===== src/rtl/cpu_phase_sequencer.sv =====
// cpu_phase_sequencer: multi-cycle fetch/decode/execute/memory/writeback control FSM with program-load mode
module cpu_phase_sequencer #(
  parameter int COUNT_W = 8
) (
  input  logic               clock_i,
  input  logic               reset_ni,
  input  logic               load_i,
  input  logic               data_valid_i,
  input  logic               start_i,
  input  logic [2:0]         opcode_i,
  input  logic               acc_zero_i,
  output logic               ir_load_o,
  output logic               pc_inc_o,
  output logic               pc_load_o,
  output logic               pc_clr_o,
  output logic               im_wr_o,
  output logic               mem_rd_o,
  output logic               mem_wr_o,
  output logic               acc_load_o,
  output logic [2:0]         alu_op_o,
  output logic [2:0]         phase_o,
  output logic               busy_o,
  output logic               halted_o,
  output logic [COUNT_W-1:0] instr_count_o
);

  typedef enum logic [2:0] {
    S_IDLE   = 3'd0,
    S_LOAD   = 3'd1,
    S_FETCH  = 3'd2,
    S_DECODE = 3'd3,
    S_EXEC   = 3'd4,
    S_MEM    = 3'd5,
    S_WB     = 3'd6,
    S_HALT   = 3'd7
  } state_t;

  localparam logic [2:0] OP_HLT = 3'd0;
  localparam logic [2:0] OP_SKZ = 3'd1;
  localparam logic [2:0] OP_STO = 3'd6;
  localparam logic [2:0] OP_JMP = 3'd7;

  state_t               state_q, state_d;
  logic [COUNT_W-1:0]   count_q, count_d;
  logic                 running, abort, short_op, retire;

  assign running  = (state_q == S_FETCH) || (state_q == S_DECODE) || (state_q == S_EXEC) ||
                    (state_q == S_MEM) || (state_q == S_WB);
  // A load request while executing or halted kills the current instruction outright.
  assign abort    = load_i && (running || state_q == S_HALT);
  // SKZ, JMP and STO finish in EXEC; the memory-operand instructions continue through MEM/WB.
  assign short_op = (opcode_i == OP_SKZ) || (opcode_i == OP_JMP) || (opcode_i == OP_STO);
  assign retire   = !load_i && (((state_q == S_DECODE) && (opcode_i == OP_HLT)) ||
                                ((state_q == S_EXEC) && short_op) || (state_q == S_WB));

  // State and retired-instruction counter registers.
  always_ff @(posedge clock_i or negedge reset_ni) begin
    if (!reset_ni) begin
      state_q <= S_IDLE;
      count_q <= '0;
    end else begin
      state_q <= state_d;
      count_q <= count_d;
    end
  end

  // Next-state and counter update; load overrides every other transition.
  always_comb begin
    state_d = state_q;
    case (state_q)
      S_IDLE:   state_d = load_i ? S_LOAD : (start_i ? S_FETCH : S_IDLE);
      S_LOAD:   state_d = load_i ? S_LOAD : S_IDLE;
      S_FETCH:  state_d = S_DECODE;
      S_DECODE: state_d = (opcode_i == OP_HLT) ? S_HALT : S_EXEC;
      S_EXEC:   state_d = short_op ? S_FETCH : S_MEM;
      S_MEM:    state_d = S_WB;
      S_WB:     state_d = S_FETCH;
      S_HALT:   state_d = load_i ? S_LOAD : (start_i ? S_FETCH : S_HALT);
      default:  state_d = S_IDLE;
    endcase
    if (abort) state_d = S_LOAD;
    count_d = (state_d == S_LOAD) ? '0 : count_q + COUNT_W'(retire);
  end

  // Strobe decode from the current phase; an aborting cycle issues nothing.
  always_comb begin
    ir_load_o  = 1'b0;
    pc_inc_o   = 1'b0;
    pc_load_o  = 1'b0;
    pc_clr_o   = 1'b0;
    im_wr_o    = 1'b0;
    mem_rd_o   = 1'b0;
    mem_wr_o   = 1'b0;
    acc_load_o = 1'b0;
    if (!abort) begin
      case (state_q)
        S_LOAD: begin
          im_wr_o  = load_i && data_valid_i;
          pc_inc_o = load_i && data_valid_i;
          pc_clr_o = !load_i;
        end
        S_FETCH:  ir_load_o = 1'b1;
        S_DECODE: pc_inc_o  = 1'b1;
        S_EXEC: begin
          pc_inc_o  = (opcode_i == OP_SKZ) && acc_zero_i;
          pc_load_o = (opcode_i == OP_JMP);
          mem_wr_o  = (opcode_i == OP_STO);
          mem_rd_o  = !short_op;
        end
        S_MEM:    mem_rd_o   = 1'b1;
        S_WB:     acc_load_o = 1'b1;
        default:  ir_load_o  = 1'b0;
      endcase
    end
  end

  assign alu_op_o      = ((state_q == S_MEM) || (state_q == S_WB)) ? opcode_i : 3'b000;
  assign phase_o       = state_q;
  assign busy_o        = running;
  assign halted_o      = (state_q == S_HALT);
  assign instr_count_o = count_q;

endmodule


===== config.mk =====
export PLATFORM = sky130hd
export DESIGN_NAME = cpu_phase_sequencer
export DESIGN_NICKNAME = d
export VERILOG_FILES = /design/src/rtl/cpu_phase_sequencer.sv
export SDC_FILE = /design/constraint.sdc
export NUM_CORES = 1
export LEC_CHECK = 0
export CORE_ASPECT_RATIO = 1.4
export CORE_MARGIN = 2
export CORE_UTILIZATION = 40
export DETAILED_ROUTE_END_ITERATION = 8
export PLACE_DENSITY = 0.83
export SLEW_MARGIN = 20
export SYNTH_ARGS = -nofsm -noshare
export SYNTH_HDL_FRONTEND = slang
export SYNTH_SLANG_ARGS = --single-unit

===== constraint.sdc =====
create_clock -name clock_i -period 5.9 [get_ports clock_i]
set_input_delay 1.18 -clock clock_i [delete_from_list [all_inputs] [get_ports clock_i]]
set_output_delay 1.18 -clock clock_i [all_outputs]
set_load 0.05 [all_outputs]

==> Yosys cells after proc, flatten, opt, wreduce, memory -nomap -nowiden <==
Cells that the tools add are included.
{ "totals": {"regBits": 11, "in_bits": 9, "output_inout_bits": 24, "elab_cells": 61} }
{ "op_classes": {"addsub": 1, "n_eq_ne": 11, "mux": 27, "n_reduce_logical": 20} }
{ "op_table": {"columns": ["cell", "n"], "rows": [
  ["$pmux W3 S8", 1],
  ["$eq A3 B3 Y1 const B", 6],
  ["$mux W1", 15],
  ["$mux W3", 5],
  ["$logic_or A1 B1 Y1", 10],
  ["$eq A3 B1 Y1 const B", 3],
  ["$add A8 B1 Y8", 1],
  ["$mux W8", 1],
  ["$eq A3 B2 Y1 const B", 2],
  ["$logic_and A1 B1 Y1", 6],
  ["$logic_not A3 Y1", 2],
  ["$mux W2", 3],
  ["$pmux W1 S3", 1],
  ["$logic_not A1 Y1", 2],
  ["$pmux W1 S2", 1]
]} }

==> Logic depth before layout (Yosys ltp) <==
{ "logic_depth": {"depth_word": 10, "depth_mapped": 8, "ltp_nobuf": 7} }

==> Worst setup path before layout <==
OpenSTA, ideal clock, no wires.
{ "synth_path": {"path_type": "in2out", "start": "input load_i", "end": "output mem_rd_o", "arrival_ns": 3.056, "path_slack_ns": 1.664, "stages": 3, "n_path_buf": 2, "cell_sequence": "clkbuf_8 -> clkbuf_1 -> nor4_1"} }
{ "synth_via": {"elab_chain_len": 2} }
{ "synth_rtl": {"columns": ["item", "line_no", "text"], "rows": [
  ["start, declared", "7", "input logic load_i,"],
  ["$logic_and A1 B1 Y1", "50", "assign abort = load_i && (running || state_q == S_HALT);"],
  ["$mux W1", "95", "if (!abort) begin"],
  ["end, declared", "17", "output logic mem_rd_o,"]
]} }
No other way between the ends.

==> Worst setup path in the final report <==
{ "layout_path": {"start": "input opcode_i[0]", "end": "output pc_inc_o"} }
{ "layout_via": {"elab_chain_len": 4} }
{ "layout_rtl": {"columns": ["item", "line_no", "text"], "rows": [
  ["start, declared", "10", "input logic [2:0] opcode_i,"],
  ["$eq A3 B1 Y1", "105", "pc_inc_o = (opcode_i == OP_SKZ) && acc_zero_i;"],
  ["$logic_and A1 B1 Y1", "105", null],
  ["$pmux W1 S3", "96", "case (state_q)"],
  ["$mux W1", "95", null],
  ["end, declared", "13", "output logic pc_inc_o,"]
]} }
No other way between the ends.

==> run summary <==
Synthesis handed over a netlist of 87 instances. Die boundary height: 55.0 microns. Once the clock tree was built, the setup fixing pass inserted 0 buffers.

The tools report the relative slew slack as 60.1%. For the largest net degree at the start of global routing, the log shows 20. Global routing used 3.60% of the available met3 tracks. On the final layout, the worst clock skew is 1.88 ps. The tools report the count of nets left with antenna violations after detail routing as 0. Averaged over all synthesized cells, the footprint is 8.53 sq um. Yosys printed 0 warnings. The number of buffer and inverter instances along the worst setup path is 2. For this design the static power due to leakage is 0.441 nW. The run gives 3 as the number of buffers created by CTS. TritonCTS built the clock tree. The area of the mapped netlist was 742 sq um; the final critical path time including I/O delays and setup was 4660 ps. The tools report the met2 usage as 39.4%. In this run the number of cells on the critical path is 5. The flow ran to the end, and the final reports show no timing, DRC or antenna violations. The power density normalized to cell area came out at 212 nW/um^2. The number of gates resized after CTS was 0. The congestion estimate from routability-driven global placement came to 0.733. The share of synthesized area in the top cell type comes to 37.1%. The count of filler cells inserted in the layout came out at 170.

Counting every net in the synthesized netlist gives 98. Yosys mapped a number of flops with a built-in enable equal to 0. For this run, design rule violations remaining after detail routing come to 0. For the final routed database, the setup TNS stands at 0 ps. The initial utilization of the core area, before any placement, comes to 42.2%. Dividing the detail-routed wire length by the instance count gives 13.7 microns.

For this run, the detailed router's first-pass iteration total came to 4. The worst-skew pair later-pin latency is 260 ps. Path class of the lowest-slack min-delay path: flip-flop to flip-flop.

The number of hold violations in the final report is 0. In this run the critical register-to-register path is launched from phase_o[0]. Summed over all layers, the routed wires come to 1890 microns. The worst path uses 79.0% of the clock period. The HPWL after detailed placement is 1430 microns.

The first global-routing pass estimated 3160 microns of wire. The via count of the routed design is 758. The final-stage net count was 130; the count of cells along the worst register-to-register path was 7. The tools report the root buffer selected by CTS as clkbuf_4. Setup repair after global routing left no endpoint under its margin.

In this run, distinct cell masters in the synthesized netlist total 35. The layout-stage area growth over the synthesis result was 45.0%. The tree built by TritonCTS fans out to 11 sinks. In this run the count of I/O pins placed on the die edge is 33. The number of global-route vias before repair came out at 744. The setup path with the least slack is of type input pin to output pin. Of the synthesized area, sequential elements account for 37.1%.

In the final layout, the share of cells above drive strength 1 is 5.93%. The overall die width was 40.4 microns; the measured slew at the worst slew-check pin was 597 ps. The global-route total usage across every layer was 20.8%. The tools report the number of max-cap violations as 0.

The master of the slowest instance on the critical path was clkdlybuf4s50_1. The largest total area in the synthesized netlist belongs to dfrtp_1. Data on the critical path is required at its endpoint by 4720 ps. Dividing the detail-routed via count by the number of cells gives 5.49. In this run the worst setup path terminates at pc_inc_o. Placeable core region: 1760 sq um.

Along the worst path, the maximum fanout reaches 5. Static timing analysis puts the maximum clock frequency at 214 MHz. The die covers 2220 sq um. Setup slack on the worst reg-to-reg path comes out at 3530 ps. After synthesis, the most frequently instantiated cells are dfrtp_1 (11), nor2_1 (9), a21oi_1 (6), inv_1 (6).

After the first detailed-routing iteration, the DRC count stood at 15. Buffers placed on the I/O ports in this run total 32. Setup violations remaining at the end of the flow were counted as 0. The deepest level of the CTS H-tree is 1. Of all flip-flops after synthesis, the portion carrying an async set or reset was 100%. By instance count, the cell type seen most on the critical path is clkdlybuf4s50_1. The tools report the met1 usage as 20.9%. The destination of the worst register-to-register timing path was instr_count_o[6]. Launching instance or port of the critical path: opcode_i[0].

VDD sags by at most 129 uV. The antenna cell count is 0, and the clock transition at the register clock pins on the worst setup and hold paths after CTS is 70 ps. Final setup slack of the worst path: 1240 ps. Predominant post-synthesis flop cell: dfrtp_1.

Before CTS, the worst setup slack after placement is 1250 ps. The arrival time reported for the critical path endpoint was 3480 ps; the initial antenna violation count was 0. Biggest cell delay along the critical path: 810 ps. The worst setup path is captured at an output pin. The synthesis-stage register bit count was 11; the number of standard-cell rows in the floorplan was 18.

In this design, the largest share of critical-path delay is due to buffers and inverters. By area the synthesized netlist is led by dfrtp_1 (37%), nor2_1 (4.6%), a21oi_1 (4.0%). The run gives 0 as the total count of max-transition violations in the final report. The worst setup path is launched from an input pin. dfrtp_1 is the most common cell in the netlist. The number of buffers on the longest clock path is 2. Summed over all layers, the global routing overflow is 0. After global routing, the most crowded layer is met2.

The signal on the critical path passes through clkdlybuf4s50_1 -> or3b_4 -> or4_1 -> a21oi_1 -> clkdlybuf4s50_1. Hold repair after CTS inserted 0 buffers.
==> power breakdown <==
group | total, mW | switching [mW] | internal, mW
Combinational | 0.0910 | 0.0584 | 0.0326
Clock | 0.0493 | 0.0232 | 0.0261
Sequential | 0.0876 | 0.00941 | 0.0782
Total | 0.228 | 0.0910 | 0.137
==> cells by family (layout without fill, tap and decap cells) <==
group | Yosys count | count (layout) | synth area share [%]
buffers and inverters | 11 | 42 | 8.09
AND/OR/NAND/NOR | 39 | 39 | 29.2
flip-flops | 11 | 11 | 37.1
XOR/XNOR | 5 | 5 | 5.90
adder cells (fa/ha/maj) | 2 | 2 | 3.37
AO/OA/AOI/OAI | 19 | 19 | 16.4
==> routing by layer <==
layer	part of all wire, %	routed length, microns	vias to the layer above
li1	-	-	367
met1	38	711	356
met2	54	1020	33
met5	0	0	-
met4	0.69	13	0
met3	7.7	146	2
==> final cells by class <==
cell class              count  area [sq um]  share of cell area [%]
well taps                  20          25.0                    2.33
flip-flops and latches     11           275                    25.6
repair buffers             32           320                    29.8
multi-input cells          65           407                    37.8
inverters                   6          22.5                    2.09
clock buffers               4          26.3                    2.44
==> per-stage QoR <==
step                      hold slack (ps)  instance area (sq um)  instances  utilization [%]  power [mW]
after floorplan                       799                    742         87                -       0.150
after global placement                538                   1050        134             59.8       0.178
after detailed placement              567                   1050        134             59.8       0.179
after CTS                             577                   1080        138             61.3       0.230
after global routing                  607                   1080        138             61.3       0.239
final                                 584                   1080        138             61.3       0.228
==> worst min path at each step <==
stage	startpoint	to	slack, ps	cells after the start
after floorplan	instr_count_o[7]	instr_count_o[7]	800	2
after global placement	instr_count_o[7]	instr_count_o[7]	540	2
after detailed placement	instr_count_o[7]	instr_count_o[7]	570	2
after CTS	instr_count_o[7]	instr_count_o[7]	580	2
after global routing	instr_count_o[7]	instr_count_o[7]	610	2
final	instr_count_o[7]	instr_count_o[7]	580	2
==> worst min-delay path, delay by kind of cell (launching register included) <==
| kind | cells | cell delay (ps) |
|---|---|---|
| DFF | 1 | 390 |
| AOI/OAI and AO/OA | 2 | 150 |
==> cell usage in the layout, fill, tap and decap left out, drive strengths merged, types with 2 or more instances in the layout <==
cell type,n
nand2b,2
o21ai,5
dfrtp,11
and3,4
ha,2
nand4,2
or3,3
xnor2,2
a21oi,6
xor2,3
nor3,4
nor2,9
nor2b,3
nand2,5
clkdlybuf4s50,32
inv,6
clkbuf,4
or4,2
==> flip-flops by register name (all words and copies together), names as in the netlist <==
register,count
phase_o,3
instr_count_o,8
No activity file was read; power rests on OpenSTA's default activity.
